===== config.mk =====
export PLATFORM = sky130hd
export DESIGN_NAME = alu_operand_sequencer_flat
export DESIGN_NICKNAME = d
export VERILOG_FILES = /design/src/rtl/alu_74181_pkg.sv /design/src/rtl/alu_operand_sequencer_if.sv /design/src/rtl/alu_operand_sequencer.sv /design/src/flat_wrapper.sv
export SDC_FILE = /design/constraint.sdc
export NUM_CORES = 1
export LEC_CHECK = 0
export BUFFER_PORTS_ARGS = -buffer_cell sky130_fd_sc_hd__buf_4
export CAP_MARGIN = 5
export CORE_ASPECT_RATIO = 0.7
export CORE_MARGIN = 2
export CORE_UTILIZATION = 45
export CTS_BUF_LIST = sky130_fd_sc_hd__clkbuf_4 sky130_fd_sc_hd__clkbuf_8
export DETAILED_ROUTE_END_ITERATION = 8
export GPL_ROUTABILITY_DRIVEN = 0
export GPL_TIMING_DRIVEN = 1
export PLACE_DENSITY = 0.7
export SLEW_MARGIN = 40
export SYNTH_ARGS = -nofsm -noshare
export SYNTH_HDL_FRONTEND = slang
export SYNTH_SLANG_ARGS = --single-unit

===== constraint.sdc =====
create_clock -name clk -period 1.9 [get_ports clk]
set_clock_uncertainty 0.2 [all_clocks]
set_input_delay 0.285 -clock clk [delete_from_list [all_inputs] [get_ports clk]]
set_output_delay 0.285 -clock clk [all_outputs]
set_load 0.1 [all_outputs]

===== src/rtl/alu_74181_pkg.sv =====
// Shared types and widths for the 74181-style logic datapath
// and its operand sequencer.
package alu_74181_pkg;

    localparam int NIBBLE_W = 4;
    localparam int OPCNT_W  = 8;

    typedef enum logic [2:0] {
        IDLE,
        LOAD_A,
        LOAD_B,
        LOAD_S,
        EXEC,
        RESULT
    } seq_state_t;

endpackage


===== src/rtl/alu_operand_sequencer_if.sv =====
// Nibble input stream and result output stream of the sequencer.
// master is the surrounding datapath, slave is the sequencer.
interface alu_operand_sequencer_if;
    import alu_74181_pkg::*;

    logic                in_valid;
    logic                in_ready;
    logic [NIBBLE_W-1:0] in_data;
    logic                out_valid;
    logic                out_ready;
    logic [NIBBLE_W-1:0] out_data;

    modport master (
        output in_valid,
        output in_data,
        output out_ready,
        input  in_ready,
        input  out_valid,
        input  out_data
    );

    modport slave (
        input  in_valid,
        input  in_data,
        input  out_ready,
        output in_ready,
        output out_valid,
        output out_data
    );

endinterface


===== src/rtl/alu_operand_sequencer.sv =====
// Assembles A/B/S nibble frames, drives the logic unit and holds
// its result on a valid/ready output until consumed.
module alu_operand_sequencer
    import alu_74181_pkg::*;
#(
    parameter int TIMEOUT = 16
) (
    input  logic                clk,
    input  logic                rst_n,
    input  logic                clear,
    alu_operand_sequencer_if.slave bus,
    output logic [NIBBLE_W-1:0] alu_a,
    output logic [NIBBLE_W-1:0] alu_b,
    output logic [NIBBLE_W-1:0] alu_s,
    input  logic [NIBBLE_W-1:0] alu_f,
    output logic                err,
    output logic [OPCNT_W-1:0]  op_count
);

    localparam int TW =
        (TIMEOUT == 0) ? 1 : $clog2(TIMEOUT + 1);
    localparam logic [TW-1:0] TLIM = TW'(TIMEOUT);

    seq_state_t          state;
    seq_state_t          state_nxt;
    logic [TW-1:0]       tcnt;
    logic [TW-1:0]       tcnt_nxt;
    logic [NIBBLE_W-1:0] out_q;
    logic                xfer;
    logic                hit;
    logic                load_a;
    logic                load_b;
    logic                load_s;
    logic                cap_f;
    logic                deliver;

    assign bus.in_ready  = (state == LOAD_A) ||
                           (state == LOAD_B) ||
                           (state == LOAD_S);
    assign bus.out_valid = (state == RESULT);
    assign bus.out_data  = out_q;
    assign xfer          = bus.in_valid & bus.in_ready;

    // Counter is zero outside LOAD_B/LOAD_S; a transfer beats the limit.
    always_comb begin
        state_nxt = state;
        tcnt_nxt  = '0;
        hit       = 1'b0;
        load_a    = 1'b0;
        load_b    = 1'b0;
        load_s    = 1'b0;
        cap_f     = 1'b0;
        deliver   = 1'b0;
        if (clear) begin
            state_nxt = LOAD_A;
        end else begin
            unique case (state)
                IDLE: state_nxt = LOAD_A;
                LOAD_A: begin
                    if (xfer) begin
                        load_a    = 1'b1;
                        state_nxt = LOAD_B;
                    end
                end
                LOAD_B, LOAD_S: begin
                    if (xfer) begin
                        load_b    = (state == LOAD_B);
                        load_s    = (state == LOAD_S);
                        state_nxt = (state == LOAD_B) ? LOAD_S : EXEC;
                    end else if (TIMEOUT != 0 && tcnt == TLIM) begin
                        hit       = 1'b1;
                        state_nxt = LOAD_A;
                    end else if (TIMEOUT != 0) begin
                        tcnt_nxt = tcnt + 1'b1;
                    end
                end
                EXEC: begin
                    cap_f     = 1'b1;
                    state_nxt = RESULT;
                end
                RESULT: begin
                    if (bus.out_ready) begin
                        deliver   = 1'b1;
                        state_nxt = LOAD_A;
                    end
                end
                default: state_nxt = IDLE;
            endcase
        end
    end

    always_ff @(posedge clk or negedge rst_n) begin
        if (!rst_n) begin
            state <= IDLE;
            tcnt  <= '0;
        end else begin
            state <= state_nxt;
            tcnt  <= tcnt_nxt;
        end
    end

    always_ff @(posedge clk or negedge rst_n) begin
        if (!rst_n) begin
            alu_a    <= '0;
            alu_b    <= '0;
            alu_s    <= '0;
            out_q    <= '0;
            err      <= 1'b0;
            op_count <= '0;
        end else begin
            err <= hit;
            if (load_a)  alu_a    <= bus.in_data;
            if (load_b)  alu_b    <= bus.in_data;
            if (load_s)  alu_s    <= bus.in_data;
            if (cap_f)   out_q    <= alu_f;
            if (deliver) op_count <= op_count + 1'b1;
        end
    end

endmodule


===== src/flat_wrapper.sv =====
// flat-port wrapper written by rule: the top's interface ports become plain ports
module alu_operand_sequencer_flat import alu_74181_pkg::*;
#(
    parameter int TIMEOUT = 16
)
  (clk, rst_n, clear, alu_a, alu_b, alu_s, alu_f, err, op_count, bus_in_valid, bus_in_data, bus_out_ready, bus_in_ready, bus_out_valid, bus_out_data);
  alu_operand_sequencer_if bus_i ();
  input  logic clk;
  input  logic rst_n;
  input  logic clear;
  output logic [NIBBLE_W-1:0] alu_a;
  output logic [NIBBLE_W-1:0] alu_b;
  output logic [NIBBLE_W-1:0] alu_s;
  input  logic [NIBBLE_W-1:0] alu_f;
  output logic err;
  output logic [OPCNT_W-1:0] op_count;
  input wire logic [$bits(bus_i.in_valid)-1:0] bus_in_valid;
  input wire logic [$bits(bus_i.in_data)-1:0] bus_in_data;
  input wire logic [$bits(bus_i.out_ready)-1:0] bus_out_ready;
  output wire logic [$bits(bus_i.in_ready)-1:0] bus_in_ready;
  output wire logic [$bits(bus_i.out_valid)-1:0] bus_out_valid;
  output wire logic [$bits(bus_i.out_data)-1:0] bus_out_data;
  assign bus_i.in_valid = bus_in_valid;
  assign bus_i.in_data = bus_in_data;
  assign bus_i.out_ready = bus_out_ready;
  assign bus_in_ready = bus_i.in_ready;
  assign bus_out_valid = bus_i.out_valid;
  assign bus_out_data = bus_i.out_data;
  alu_operand_sequencer #(.TIMEOUT(TIMEOUT)) u_core (.clk(clk), .rst_n(rst_n), .clear(clear), .bus(bus_i), .alu_a(alu_a), .alu_b(alu_b), .alu_s(alu_s), .alu_f(alu_f), .err(err), .op_count(op_count));
endmodule

==> flow_metrics.tcl <==
set metrics [dict create \
    outcome "finished clean" \
    setup_violations 0 \
    grt_util_all_layers_pct 17.92 \
    syn_avg_cell_area_um2 13.17 \
    place_ws_ps 70.81 \
    cts.clk_slew.worst_paths_ps 70 \
    grt_max_degree 34 \
    hold_viol 0 \
    ctsRootBufferMaster "clkbuf_8" \
    numCtsBuffers 5 \
    clockPowerShare_pct 19.9 \
    dp.cells 190 \
    critPathKind "flip-flop to output pin" \
    setup_ws_ps 63.37 \
    path_buf_inv 2 \
    clockBufferDepth 2 \
    layout-drive-gt1-share_pct 48.15 \
    synth_edf_count 0 \
    p_sw_w 0.001236 \
    synth_seq_cells 33 \
    required_ps 1410 \
    firstDrtPassIters 4 \
    hpwlAfterDp_um 2200 \
    grt_pass1_wl_um 5023 \
    synthArstFlopShare_pct 100.0 \
    rsz0062_at_grt "false" \
    fp.dieW_um 73.04 \
    fp.dieH_um 52.33 \
    dieArea_um2 3822 \
    post_cts_buffers 0 \
    fin_crit_sh_pct 96.66 \
    synth_ff_type "dfrtp_1" \
    crit_arrival_ps 1350 \
    layout.nets 177 \
    leakagePower_nw 0.9374 \
    crit_slowest_cell "dfrtp_1" \
    most-common-layout-cells "buf_4 (41), dfrtp_1 (28), mux2_2 (17)" \
    syn_inst 114 \
    overflow 0 \
    cp_max_fo 8 \
    n_antenna_cell 0 \
    cts.sinks 33 \
    instances_no_fill 200 \
    slew_headroom_pct 72.09 \
    end_kind "output pin" \
    ant_nets 0 \
    yosysWarnings 0 \
    pin_count 40 \
    placementRows 17 \
    drt_iter0_drc 68 \
    clk_latency_ps 290 \
    start_util_pct 47.37 \
    power_frac_comb_pct 45.2 \
    antenna_found_initial 0 \
    power_frac_seq_pct 34.9 \
    ir_drop_mv 0.8995 \
    routedWlPerCell_um 14.89 \
    area_delta_synth_final_pct 30.17 \
    cpPeakStageDelay_ps 460 \
    finalMaxSlewViolations 0 \
    p_sw_share_pct 48.48 \
    wl_um 2977 \
    tightest_slew_ps 417.8 \
    synth.distinct_cells 34 \
    synth-seq-area-share_pct 55.00 \
    min_period_ps 1837 \
    drc 0 \
    worstHoldPathType "primary input to flip-flop" \
    syn-num-nets 130 \
    fp.coreArea_um2 3169 \
    cp_cell_sequence "buf_4 -> and3b_1 -> buf_6" \
    critPathTopFamily "flip-flops" \
    startpoint_type "flip-flop" \
    clock.fmax_mhz 544.5 \
    power_density_nw_per_um2 1304 \
    grt_pass1_vias 1058 \
    h-tree-depth 2 \
    portBuffers 39 \
    netlist_area_um2 1501 \
    maxCapViolations 0 \
    avgViaCountPerCell 5.175 \
    p_int_w 0.001313 \
    cts_tree "done" \
    num_vias 1035 \
    fill_cells 249 \
    final_common_cell "buf_4" \
    setup_tns_ps 0 \
]
power by group through the flow:
stage	Combinational, W	Clock, W	Sequential (W)
2_1_floorplan	0.000175	0	0.00162
3_3_place_gp	0.00114	0	0.000892
3_5_place_dp	0.00116	0	0.000899
4_1_cts	0.00116	0.000522	0.000888
5_1_grt	0.00119	0.000552	0.000904
6_report	0.00115	0.000507	0.000889
cell usage after synthesis (all sizes together) (3+ instances only):
library cell	n	area share, %
buf	4	1.9
dfrtp	33	55
ha	3	2.5
mux2	17	13
nand3	5	1.7
nor2	10	3.0
nor3	3	1.0
xnor2	4	2.3
xor2	7	4.1
sequential cells by signal (all words and copies together), names as in the netlist:
signal               flops
u_core.err               1
u_core.bus.out_data      4
u_core.alu_a             4
u_core.alu_s             4
u_core.state             3
u_core.alu_b             4
u_core.tcnt              5
u_core.op_count          8
cell type report:
class | count | area [um^2] | share of cell area (%)
Tap cell | 38 | 47.55 | 2.433
Timing Repair Buffer | 44 | 339.1 | 17.35
Multi-Input combinational cell | 75 | 641.9 | 32.84
Sequential cell | 33 | 832.0 | 42.57
Inverter | 2 | 7.507 | 0.3841
Clock inverter | 3 | 17.52 | 0.8963
Clock buffer | 5 | 68.82 | 3.521
per-stage QoR:
stage | hold slack, ps | util [%] | instance area, um^2 | total power, W
2_1_floorplan | -210.6 | - | 1509 | 0.001795
3_3_place_gp | 45.44 | 58.15 | 1843 | 0.002034
3_5_place_dp | 47.21 | 58.15 | 1843 | 0.002055
4_1_cts | 19.87 | 61.51 | 1949 | 0.002570
5_1_grt | 21.25 | 61.67 | 1954 | 0.002643
6_report | 20.69 | 61.67 | 1954 | 0.002549
cell families (layout without fill, tap and decap cells):
| logic type | Yosys count | count (layout) | share of synthesized area, % |
|---|---|---|---|
| and+or+nand+nor | 40 | 40 | 19.17 |
| adders and majority gates | 3 | 3 | 2.500 |
| DFF | 33 | 33 | 55.00 |
| AOI/OAI and AO/OA | 4 | 4 | 1.750 |
| xor gates and xnor gates | 11 | 11 | 6.417 |
| buffers and inverters | 6 | 54 | 2.417 |
| muxes | 17 | 17 | 12.75 |
layer usage:
| layer | track usage, % | vias to the layer above | share of wire, % |
|---|---|---|---|
| met1 | 23.19 | 506 | 48 |
| li1 | - | 494 | - |
| met2 | 27.48 | 29 | 46 |
| met3 | 6.346 | 6 | 5.1 |
| met5 | 0 | - | 0 |
| met4 | 7.099 | 0 | 1.3 |
worst paths after layout:
path / startpoint / to / slack (ps) / cells past startpoint
worst max-delay path: u_core.state[2] / bus_out_valid / 60 / 3
worst min-delay path: clear / u_core.state[1] / 20 / 2
worst max register to register: u_core.state[1] / u_core.op_count[1] / 110 / 3
worst min register to register: u_core.op_count[7] / u_core.op_count[7] / 280 / 1
max in group asynchronous: rst_n / u_core.state[1] / 910 / 2
min in group asynchronous: rst_n / u_core.op_count[7] / 270 / 2
what timing repair did:
| item | 4_1_cts | 5_1_grt |
|---|---|---|
| hold buffers | 2 | 0 |
| gates resized for setup | 0 | 2 |
| endpoints found under the setup margin | 0 | 2 |
| endpoints found under the hold margin | 34 | 0 |
No activity file was read; power rests on OpenSTA's default activity.
